$ cat config.mk
export PLATFORM = sky130hd
export DESIGN_NAME = mul_share_arb
export DESIGN_NICKNAME = d
export VERILOG_FILES = /design/src/rtl/mul_arb_pkg.sv /design/src/rtl/acc_mul.sv /design/src/rtl/mul_share_arb.sv
export SDC_FILE = /design/constraint.sdc
export NUM_CORES = 1
export LEC_CHECK = 0
export CORE_ASPECT_RATIO = 1.4
export CORE_UTILIZATION = 36
export DETAILED_ROUTE_END_ITERATION = 8
export DONT_BUFFER_PORTS = 1
export PLACE_DENSITY = 0.52
export REMOVE_ABC_BUFFERS = 1
export SLEW_MARGIN = 40
export SYNTH_ARGS = -nofsm -noshare
export SYNTH_HDL_FRONTEND = slang
export SYNTH_HIERARCHICAL = 1
export SYNTH_SLANG_ARGS = --single-unit
$ cat constraint.sdc
create_clock -name clk -period 8.2 [get_ports clk]
set_input_delay 1.23 -clock clk [delete_from_list [all_inputs] [get_ports clk]]
set_output_delay 1.23 -clock clk [all_outputs]
set_load 0.02 [all_outputs]
$ cat src/rtl/mul_arb_pkg.sv
// mul_arb_pkg
// Shared constants for the shared-multiplier arbiter slice.
//   N_DEF    : default operand width (product is 2*N bits)
//   NREQ_DEF : default number of requesters
//   CNT_W    : width of the consumed-result counter
//   idw()    : width of a requester index, never less than 1 bit
package mul_arb_pkg;

  localparam int N_DEF    = 8;
  localparam int NREQ_DEF = 4;
  localparam int CNT_W    = 16;

  // A single requester still needs a 1-bit id field.
  function automatic int idw(input int n);
    return (n <= 1) ? 1 : $clog2(n);
  endfunction

endpackage

$ cat src/rtl/acc_mul.sv
// acc_mul
// Purely combinational unsigned multiplier shared by all requesters.
//   i_a : operand a, N bits
//   i_b : operand b, N bits
//   o_p : exact unsigned product, 2*N bits
module acc_mul #(
  parameter int N = 8
) (
  input  logic [N-1:0]   i_a,
  input  logic [N-1:0]   i_b,
  output logic [2*N-1:0] o_p
);

  // Both operands are widened first so the product is not truncated.
  assign o_p = (2*N)'(i_a) * (2*N)'(i_b);

endmodule

$ cat src/rtl/mul_share_arb.sv
// mul_share_arb
// Round-robin arbiter that time-shares one acc_mul among NREQ requesters
// and holds each product in a single-entry result register.
//   clk       : clock, all state changes on the rising edge
//   rst_n     : synchronous active-low reset
//   req_valid : per-requester request strobe
//   req_a     : flat bus of operand a, slice i belongs to requester i
//   req_b     : flat bus of operand b, slice i belongs to requester i
//   req_ready : one-hot (or zero) grant, requester i accepted this cycle
//   res_valid : result register holds a product
//   res_ready : consumer takes the result this cycle
//   res_c     : product of the granted pair
//   res_id    : index of the requester that owns res_c
//   done_cnt  : count of consumed results, wraps at 2^CNT_W
module mul_share_arb
  import mul_arb_pkg::*;
#(
  parameter  int N    = N_DEF,
  parameter  int NREQ = NREQ_DEF,
  localparam int IDW  = idw(NREQ)
) (
  input  logic              clk,
  input  logic              rst_n,
  input  logic [NREQ-1:0]   req_valid,
  input  logic [NREQ*N-1:0] req_a,
  input  logic [NREQ*N-1:0] req_b,
  output logic [NREQ-1:0]   req_ready,
  output logic              res_valid,
  input  logic              res_ready,
  output logic [2*N-1:0]    res_c,
  output logic [IDW-1:0]    res_id,
  output logic [CNT_W-1:0]  done_cnt
);

  logic              r_resValid;
  logic [2*N-1:0]    r_resC;
  logic [IDW-1:0]    r_resId;
  logic [IDW-1:0]    r_rrPtr;
  logic [CNT_W-1:0]  r_doneCnt;

  logic              w_slotFree;
  logic              w_found;
  logic [NREQ-1:0]   w_grant;
  logic [IDW-1:0]    w_gntIdx;
  logic [N-1:0]      w_a;
  logic [N-1:0]      w_b;
  logic [2*N-1:0]    w_prod;
  logic              w_consume;

  assign w_slotFree = !r_resValid || res_ready;
  assign w_consume  = r_resValid && res_ready;

  // Round-robin search starting at r_rrPtr. Only request strobes and slot
  // state feed the grant, so req_ready never depends on operand data.
  // Grants are suppressed while reset is asserted.
  always_comb begin
    int idx;
    idx      = 0;
    w_grant  = '0;
    w_gntIdx = '0;
    w_found  = 1'b0;
    if (rst_n && w_slotFree) begin
      for (int k = 0; k < NREQ; k++) begin
        idx = (int'(r_rrPtr) + k) % NREQ;
        if (!w_found && req_valid[idx]) begin
          w_found      = 1'b1;
          w_gntIdx     = IDW'(idx);
          w_grant[idx] = 1'b1;
        end
      end
    end
  end

  // Operand mux in front of the single shared multiplier.
  assign w_a = req_a[int'(w_gntIdx)*N +: N];
  assign w_b = req_b[int'(w_gntIdx)*N +: N];

  acc_mul #(.N(N)) u_accMul (
    .i_a (w_a),
    .i_b (w_b),
    .o_p (w_prod)
  );

  // A new grant overwrites the slot in the same edge the old result is
  // consumed, giving one result per cycle; without a grant a consumed
  // slot simply empties.
  always_ff @(posedge clk) begin
    if (!rst_n) begin
      r_resValid <= 1'b0;
      r_resC     <= '0;
      r_resId    <= '0;
      r_rrPtr    <= '0;
      r_doneCnt  <= '0;
    end else begin
      if (w_found) begin
        r_resValid <= 1'b1;
        r_resC     <= w_prod;
        r_resId    <= w_gntIdx;
        r_rrPtr    <= IDW'((int'(w_gntIdx) + 1) % NREQ);
      end else if (w_consume) begin
        r_resValid <= 1'b0;
      end
      if (w_consume) begin
        r_doneCnt <= r_doneCnt + 1'b1;
      end
    end
  end

  assign req_ready = w_grant;
  assign res_valid = r_resValid;
  assign res_c     = r_resC;
  assign res_id    = r_resId;
  assign done_cnt  = r_doneCnt;

endmodule

; ---- Word-level counts from Yosys, hierarchy flattened
; Cells that the tools add are included.
[totals]
regBits = 37
output_inout_bits = 39
in_bits = 71
[op_classes]
shift = 2
addsub = 5
magnitude_cmp = 8
n_mux = 42
mul = 1
bitwise_logic = 6
n_reduce_logical = 18
[ops]
columns = cell, count
row1 = $shiftx 32x6->8, 2
row2 = $mux 4, 8
row3 = $mux 1, 21
row4 = $add 16x1->16 const B, 1
row5 = $mul 8x8->16, 1
row6 = $lt 3x4->1 const B, 3
row7 = $or 4x4->4, 3
row8 = $mux 2, 5
row9 = $ge 3x1->1 const B, 3
row10 = $logic_and 1x1->1, 9
row11 = $bmux 1 s2, 4
row12 = $demux 1 s2, 4
row13 = $reduce_or 2->1, 3
row14 = $add 2x1->2 const B, 2
row15 = $add 2x2->2 const B, 2
row16 = $logic_not 1->1, 4
row17 = $and 1x1->1 const A, 3
row18 = $lt 2x3->1 const B, 1
row19 = $ge 2x1->1 const B, 1
row20 = $reduce_bool 2->1, 1
row21 = $logic_or 1x1->1, 1

; ---- Logic depth before layout (Yosys ltp)
; Gate-level depths: netlist of the first run.
[depth]
ltp_word = 19
mapped_depth = 28
depth_no_buf = 24

; ---- Cells and area by module
; Netlist of the first run, hierarchy kept.
[by_module_without_submodules]
columns = mod, cells_each, seq_area_each_um2, area_per_inst_um2, instances
row1 = mul_share_arb, 254, 740.7, 2374.8, 1
row2 = acc_mul, 243, 0.0, 2118.3, 1

; ---- Worst setup path before layout of the first run
; No wires, ideal clock.
[synth_timing]
path_kind = input port to flip-flop
startpoint = in req_valid[2]
endpoint = reg r_resC[11], in the netlist res_c[11]
t_arrival_ps = 6534
stages = 24
path_slack_ps = 1607
setup_time_ps = 59
cell_sequence = clkbuf_1 > mux4_2 > a211o_1 > o21ai_1 > a21oi_2 > buf_2 > mux4_1 > and2_1 > fa_1 > inv_1 > fa_1 > inv_1 > fa_1 > inv_1 > fa_1 > inv_1 > ha_1 > a21o_1 > a21oi_2 > nand2_1 > a31oi_1 > xnor2_1 > nand2_1 > nand2_1
[synth_between]
elab_chain_len = 18
word_cells_on_any_way = 33
[synth_lines]
columns = element, line
row1 = from (decl), mul_share_arb.sv:24  ; input logic [NREQ-1:0] req_valid,
row2 = $bmux 1 s2, mul_share_arb.sv:65  ; if (!w_found && req_valid[idx]) begin
row3 = $mux 1 (not written as such), mul_share_arb.sv:65
row4 = $mux 1, mul_share_arb.sv:65
row5 = $mux 1, mul_share_arb.sv:62  ; if (rst_n && w_slotFree) begin
row6 = $logic_not 1->1, mul_share_arb.sv:65
row7 = $logic_and 1x1->1, mul_share_arb.sv:65
row8 = $mux 1, mul_share_arb.sv:65
row9 = $mux 1, mul_share_arb.sv:62
row10 = [4 not listed], n/a
row11 = $logic_not 1->1, mul_share_arb.sv:65
row12 = $logic_and 1x1->1, mul_share_arb.sv:65
row13 = $mux 2 *, mul_share_arb.sv:65
row14 = $mux 2 *, mul_share_arb.sv:62
row15 = $shiftx 32x6->8 *, mul_share_arb.sv:75  ; assign w_a = req_a[int'(w_gntIdx)*N +: N];
row16 = named net w_a[3], mul_share_arb.sv:45  ; logic [N-1:0] w_a;
row17 = $mul 8x8->16 *, acc_mul.sv:15  ; assign o_p = (2*N)'(i_a) * (2*N)'(i_b);
row18 = named net w_prod[11], mul_share_arb.sv:47  ; logic [2*N-1:0] w_prod;
row19 = to (signal assigned), mul_share_arb.sv:97  ; r_resC <= w_prod;
row20 = to (decl), mul_share_arb.sv:36  ; logic [2*N-1:0] r_resC;
; The timed path passes the listed nets; every way through them passes the cells marked *. The select of a mux whose other input is x is not followed.
; A chain may end at the register's enable or synchronous reset.

; ---- Final worst setup path of the first run
[layout_timing]
startpoint = reg r_rrPtr[0]
endpoint = reg r_resC[11], in the netlist res_c[11]
[layout_between]
elab_chain_len = 18
word_cells_on_any_way = 36
[layout_lines]
columns = element, line
row1 = from (decl), mul_share_arb.sv:38  ; logic [IDW-1:0] r_rrPtr;
row2 = from (signal assigned), mul_share_arb.sv:99  ; r_rrPtr <= IDW'((int'(w_gntIdx) + 1) % NREQ);
row3 = branches (longest 14 deep; another with $add 2x1->2), n/a
row4 = $mux 2 *, mul_share_arb.sv:65
row5 = $mux 2 *, mul_share_arb.sv:62
row6 = $shiftx 32x6->8 *, mul_share_arb.sv:76  ; assign w_b = req_b[int'(w_gntIdx)*N +: N];
row7 = named net w_b[3], mul_share_arb.sv:46  ; logic [N-1:0] w_b;
row8 = $mul 8x8->16 *, acc_mul.sv:15
row9 = named net w_prod[11], mul_share_arb.sv:47
; Mark *: on every way through the listed nets, which the timed path passes. The select of a mux whose other input is x is not followed.

==> out/results.tsv, run 1 <==
stage	metric	value	unit
clock_network	H-tree Lvls	2	
clock_network	post-cts sizing count	0	
place	# port buffers	0	
critical_path	cell family with most CP delay	adder cells	
power_and_ir_drop	worst vdd ir	0.230	mV
detailed_routing	Remaining DRCs	0	
clock_network	CTS Buf Count	5	
sta	Max Clk Rate	136	MHz
sta	Worst Max-Slew Pin Slew	0.688	ns
critical_path	most used cell, CP	inv_1	
detailed_routing	highest routed layer	met4	
clock_network	hold buffers post-CTS	0	
synth	Yosys reg bits	37	
synth	post-synthesis sequential area ratio	16.5	%
grt	initial antenna violation count	0	
critical_path	Setup crit start kind	flip-flop	
floorplanning	die height	134	um
detailed_routing	vias per inst	5.36	
grt	total grt overflow	0	
power_and_ir_drop	Combinational Power Share	75.0	%
flow_run	Max Cap Viol	0	
clock_network	Sink Count	37	
clock_network	clk buf depth	2	
place	dpl cells	628	
synth	Syn Std Cell Area	4490	um^2
synth	YS warnings	6	
place	DP HPWL	7.96	mm
power_and_ir_drop	Seq pwr share	14.8	%
power_and_ir_drop	Overall Power	0.00192	W
place	Post-Place Cell Area	4610	um^2
sta	RSZ-0062 raised after global routing	no	
detailed_routing	Pre-antenna DRT Iters	4	
power_and_ir_drop	switching share of power	48.0	%
critical_path	arrival time worst endpoint	7.56	ns
critical_path	Critical Path RT	8.42	ns
synth	Synth area leader	dfxtp_1	
power_and_ir_drop	Pint	0.000999	W
detailed_routing	routed wl met2	4.64	mm
power_and_ir_drop	Power per Cell Area	404	nW/um^2
clock_network	setup bufs post-CTS	0	
synth	commonest cells in the netlist	nand2_1, and2_1, inv_1	
grt	gr usage total	15.1	%
detailed_routing	vias	3412	
synth	Synth Area per Inst	9.04	um^2
final_layout	Area Overhead vs Synth	6.10	%
clock_network	Worst-path clk slew	0.05	ns
synth	number of distinct library cells after synthesis	56	
sta	Worst Skew	0.00341	ns
floorplanning	Ports	110	
synth	EDFF count, synth	0	
critical_path	Buf+Inv Stages, Crit Path	7	
final_layout	Ant. Diodes	0	
synth	Synth Flop Type	dfxtp_1	
grt	number of global-route vias before repair	3424	
sta	Final Setup Violations	0	
power_and_ir_drop	Clock power frac	10.2	%
final_layout	final instance area	4770	um^2
critical_path	type of destination of the critical path	flip-flop	
sta	final hold viol count	0	
final_layout	layout cells sized above 1	7.36	%
sta	Period minus WS final	7.34	ns
final_layout	Post-Layout Cell Count	636	
place	global placer's final weighted congestion	0.862	
detailed_routing	DRT met1 WL	4.12	mm
synth	most common cell in the netlist	nand2_1	
detailed_routing	Total Routed Length	9.58	mm
synth	top area cells in the synthesized netlist	dfxtp_1, fa_1, ha_1	
detailed_routing	drt wl/cell	15.1	um
sta	Slew Viols, Final	0	
worst_hold_path	hold crit path type	flip-flop to flip-flop	
critical_path	Critical Path Max Stage Delay	0.67	ns
floorplanning	Initial Utilization	37.5	%
power_and_ir_drop	leakage	2.22	nW
synth	Async SR Flop Fraction	0	%
clock_network	clock latency at the later pin of the worst-skew pair	0.28	ns
synth	cell count after synthesis	497	
grt	largest net degree at the start of global routing	39	
grt	global-route wire length before repair	15.6	mm
synth	Synth top area share	16.5	%
detailed_routing	Met3 Routed Length	706	um
sta	normalized max-slew margin	54.1	%
critical_path	crit path max fanout	16	
detailed_routing	ANT nets after route	0	
clock_network	CTS tree	done	
floorplanning	core area	12000	um^2
clock_network	Root Driver	clkbuf_16	
outcome	status	complete, no violations	
final_layout	nets	640	
detailed_routing	DR iter-0 viols	155	
floorplanning	Die W	96.4	um
power_and_ir_drop	NetSw	0.000924	W
floorplanning	Rows	47	
critical_path	Critical-path top delay cell	dfxtp_1	
critical_path	kind of critical path	flip-flop to flip-flop	
sta	Tcrit/Tclk final	89.5	%
floorplanning	Die ar.	12900	um^2
worst register-to-register path, cell delays in order, from the launching register on:
cell     delay, ns
dfxtp_1       0.67
inv_1         0.28
ha_1          0.57
mux2_2        0.38
a21oi_1       0.12
inv_1         0.08
o31ai_4       0.52
buf_4         0.33
mux4_2        0.61
and2_1        0.19
fa_1          0.49
inv_1         0.05
fa_1          0.47
inv_1         0.05
fa_1          0.52
inv_1         0.05
fa_1          0.52
inv_1         0.04
ha_1          0.37
a21o_1        0.20
a21oi_2       0.16
nand2_1       0.10
a31oi_1       0.22
xnor2_1       0.14
nand2_1       0.07
nand2_1       0.07
worst paths after layout:
kind,start,endpoint,slack (ns),depth (start not counted)
hold / removal,res_c[13]$_SDFFE_PN0P_,res_c[13]$_SDFFE_PN0P_,0.56,2
hold reg to reg,res_c[13]$_SDFFE_PN0P_,res_c[13]$_SDFFE_PN0P_,0.56,2
setup reg to reg,r_rrPtr[0]$_SDFFE_PN0P_,res_c[11]$_SDFFE_PN0P_,0.86,25
setup / recovery,r_rrPtr[0]$_SDFFE_PN0P_,res_c[11]$_SDFFE_PN0P_,0.86,25
registers in the layout (all words and copies together), names as in the netlist:
signal,cells
done_cnt,16
res_c,16
r_rrPtr,2
res_id,2
res_valid,1
per-layer routing:
metal  vias to the layer above  global-route usage [%]
li1                       1672                       -
met1                      1603                    18.9
met2                       128                    26.6
met3                         9                    2.21
met4                         0                    4.33
met5                         -                       0
final cells by class:
type | instances | area, um^2
multi-input cells | 389 | 3470
clock inverters | 1 | 5.00
inverters | 53 | 199
fillers | 1216 | 7230
well taps | 147 | 184
flip-flops and latches | 37 | 741
repair buffers | 2 | 15.0
clock buffers | 7 | 153
power groups by stage:
| stage | Sequential (W) | Combinational [W] | Clock [W] |
|---|---|---|---|
| finish | 0.000285 | 0.00144 | 0.000197 |
| global route | 0.000290 | 0.00166 | 0.000210 |
| CTS | 0.000287 | 0.00146 | 0.000204 |
| detailed placement | 0.000291 | 0.00144 | 0 |
| global placement | 0.000289 | 0.00144 | 0 |
| floorplan | 0.000276 | 0.00120 | 0 |
metrics by stage:
stage	TNS (ns)	hold slack [ns]	util [%]	setup WS [ns]
finish	0	0.563	39.7	0.860
detailed placement	0	0.561	38.4	0.836
global route	0	0.587	39.7	0.344
floorplan	-0.130	0.533	-	-0.0797
CTS	0	0.570	39.7	0.803
global placement	0	0.560	38.4	0.901
cells in the final DEF, fill, tap and decap left out, types with 3 or more instances in the layout:
cell       netlist  layout
xnor2_1         18      18
inv_1           53      53
mux2_2           3       3
a21oi_1          9       9
nand2_1         69      69
fa_1            36      36
xor2_1           5       5
a21boi_0         6       6
mux4_2          10      10
nor3_1           4       4
ha_1            45      45
a22oi_1          4       4
clkbuf_16        0       5
and3_1           7       7
a221oi_1         6       6
o21ai_0          8       8
nor2_1          18      17
or3_1            4       4
a211o_1          4       4
nand3_1         20      20
nand4_1          5       5
mux4_1           8       8
o21a_1           4       4
and2_1          58      58
dfxtp_1         37      37
a21oi_2          4       4
logic make-up (layout without fill, tap and decap cells):
kind of cell	Yosys count	after routing	synth area share [%]
flip-flops	37	37	16.5
AO/OA/AOI/OAI	60	60	9.75
adder cells (fa/ha/maj)	81	81	28.6
buffers and inverters	71	63	6.63
multiplexers	23	23	10.9
XOR/XNOR	23	23	4.48
AND/OR/NAND/NOR	202	202	23.2
(Power assumes the default switching activity.)
==> run 2, diff against run 1 <==
CORE_UTILIZATION = 50   (was 36)
PLACE_DENSITY = 0.67   (was 0.52)
==> out/results.tsv, run 2 (synthesized netlist as in run 1, its figures left out) <==
stage	metric	value	unit
outcome	status	complete, no violations	
grt	global-route wire length before repair	15.8	mm
sta	Final TNS setup	0	ns
clock_network	Worst-path clk slew	0.05	ns
critical_path	kind of critical path	flip-flop to flip-flop	
power_and_ir_drop	worst vdd ir	0.229	mV
grt	largest net degree at the start of global routing	39	
sta	Max Clk Rate	139	MHz
detailed_routing	Total Routed Length	9.31	mm
power_and_ir_drop	leakage	2.21	nW
floorplanning	Rows	40	
clock_network	clock latency at the later pin of the worst-skew pair	0.28	ns
floorplanning	Ports	110	
clock_network	hold buffers post-CTS	0	
critical_path	arrival time worst endpoint	7.43	ns
critical_path	Critical-path top delay cell	dfxtp_1	
grt	gr usage total	21.5	%
critical_path	crit path max fanout	16	
sta	normalized max-slew margin	53.1	%
clock_network	Root Driver	clkbuf_16	
final_layout	most common cell after layout, fill and taps aside	nand2_1	
place	Place WS	0.969	ns
sta	final hold slack	0.557	ns
final_layout	Storage cell area	741	um^2
sta	Final Setup Violations	0	
detailed_routing	drt wl/cell	15.6	um
clock_network	setup bufs post-CTS	0	
sta	Worst Skew	0.00445	ns
detailed_routing	Pre-antenna DRT Iters	4	
detailed_routing	vias per inst	5.81	
floorplanning	Initial Utilization	51.9	%
sta	Worst Max-Slew Pin Slew	0.703	ns
clock_network	H-tree Lvls	2	
place	# port buffers	0	
critical_path	Critical Path RT	8.42	ns
sta	final hold viol count	0	
detailed_routing	DR iter-0 viols	89	
sta	Period minus WS final	7.21	ns
final_layout	Core Util, Final	54.3	%
final_layout	nets	641	
floorplanning	Die W	82.1	um
clock_network	CTS Buf Count	5	
critical_path	most used cell, CP	inv_1	
final_layout	FILL cells	831	
critical_path	type of destination of the critical path	flip-flop	
flow_run	Max Cap Viol	0	
final_layout	most frequent cells in the layout	nand2_1, and2_1, inv_1, ha_1, dfxtp_1	
place	global placer's final weighted congestion	0.904	
final_layout	Area Overhead vs Synth	4.73	%
sta	Slew Viols, Final	0	
detailed_routing	vias	3465	
grt	initial antenna violation count	0	
clock_network	clk buf depth	2	
detailed_routing	ANT nets after route	0	
sta	Tcrit/Tclk final	87.9	%
sta	PnR worst setup slack	0.991	ns
clock_network	post-cts sizing count	0	
clock_network	Sink Count	37	
final_layout	layout cells sized above 1	7.35	%
floorplanning	Die ar.	9370	um^2
floorplanning	core area	8660	um^2
place	DP HPWL	7.66	mm
clock_network	CTS tree	done	
critical_path	Setup crit start kind	flip-flop	
grt	total grt overflow	0	
sta	RSZ-0062 raised after global routing	no	
final_layout	multi-input logic area	3470	um^2
detailed_routing	Remaining DRCs	0	
floorplanning	die height	114	um
worst_hold_path	hold crit path type	flip-flop to flip-flop	
critical_path	Critical Path Max Stage Delay	0.67	ns
grt	number of global-route vias before repair	3598	
power_and_ir_drop	Overall Power	0.00188	W
power_and_ir_drop	Power per Cell Area	400	nW/um^2
[run 2: cell count changes in the layout (fill, tap and decap cells not counted)]
cell      before  now
buf_4          2    3
clkbuf_1       0    1
clkbuf_8       2    0
clkinv_2       1    2
diode_2        0    1
[run 2: final timing paths]
path                           startpoint                endpoint  slack (ns)  cells after the start
setup reg to reg  r_rrPtr[0]$_SDFFE_PN0P_  res_c[11]$_SDFFE_PN0P_        0.99                     25
hold / removal     res_c[13]$_SDFFE_PN0P_  res_c[13]$_SDFFE_PN0P_        0.56                      2
hold reg to reg    res_c[13]$_SDFFE_PN0P_  res_c[13]$_SDFFE_PN0P_        0.56                      2
setup / recovery  r_rrPtr[0]$_SDFFE_PN0P_  res_c[11]$_SDFFE_PN0P_        0.99                     25
[run 2: metal layers]
layer | global-route usage [%] | vias to the layer above | part of all wire (%)
li1 | - | 1675 | -
met1 | 24.1 | 1656 | 39
met2 | 39.9 | 119 | 53
met3 | 2.87 | 15 | 5.7
met4 | 7.95 | 0 | 1.9
met5 | 0 | - | 0
[run 2: area by class of cell]
class                   count  area share, %
diodes                      1         0.0532
clock buffers               6           2.74
clock inverters             2          0.213
inverters                  53           4.23
multi-input cells         389           73.8
flip-flops and latches     37           15.7
well taps                 105           2.79
repair buffers              3          0.479
[run 2: metrics by stage]
step / cells / cell area (um^2)
6_report: 596 / 4710
3_3_place_gp: 587 / 4560
2_1_floorplan: 479 / 4390
3_5_place_dp: 587 / 4560
4_1_cts: 595 / 4700
5_1_grt: 595 / 4700
[run 2: power by group]
| part | switching [W] | internal, W | total (W) |
|---|---|---|---|
| clock network | 0.0000681 | 0.000111 | 0.000179 |
| logic | 0.000773 | 0.000650 | 0.00142 |
| registers | 0.0000617 | 0.000219 | 0.000280 |
| total | 0.000903 | 0.000980 | 0.00188 |
[run 2: critical path: cells and delay by family (launching register included)]
kind                       cells  cell delay, ns
AOI/OAI and AO/OA              5            1.14
adders and majority gates      6            2.94
buffers and inverters          7            0.80
and+or+nand+nor                4            0.46
DFF                            1            0.67
muxes                          2            1.01
xor gates and xnor gates       1            0.13
==> run 3, diff against run 2 <==
TNS_END_PERCENT = 50   (was unset)
==> results of run 3 <==
Final layout, timing and power as in run 2 (identical DEF).
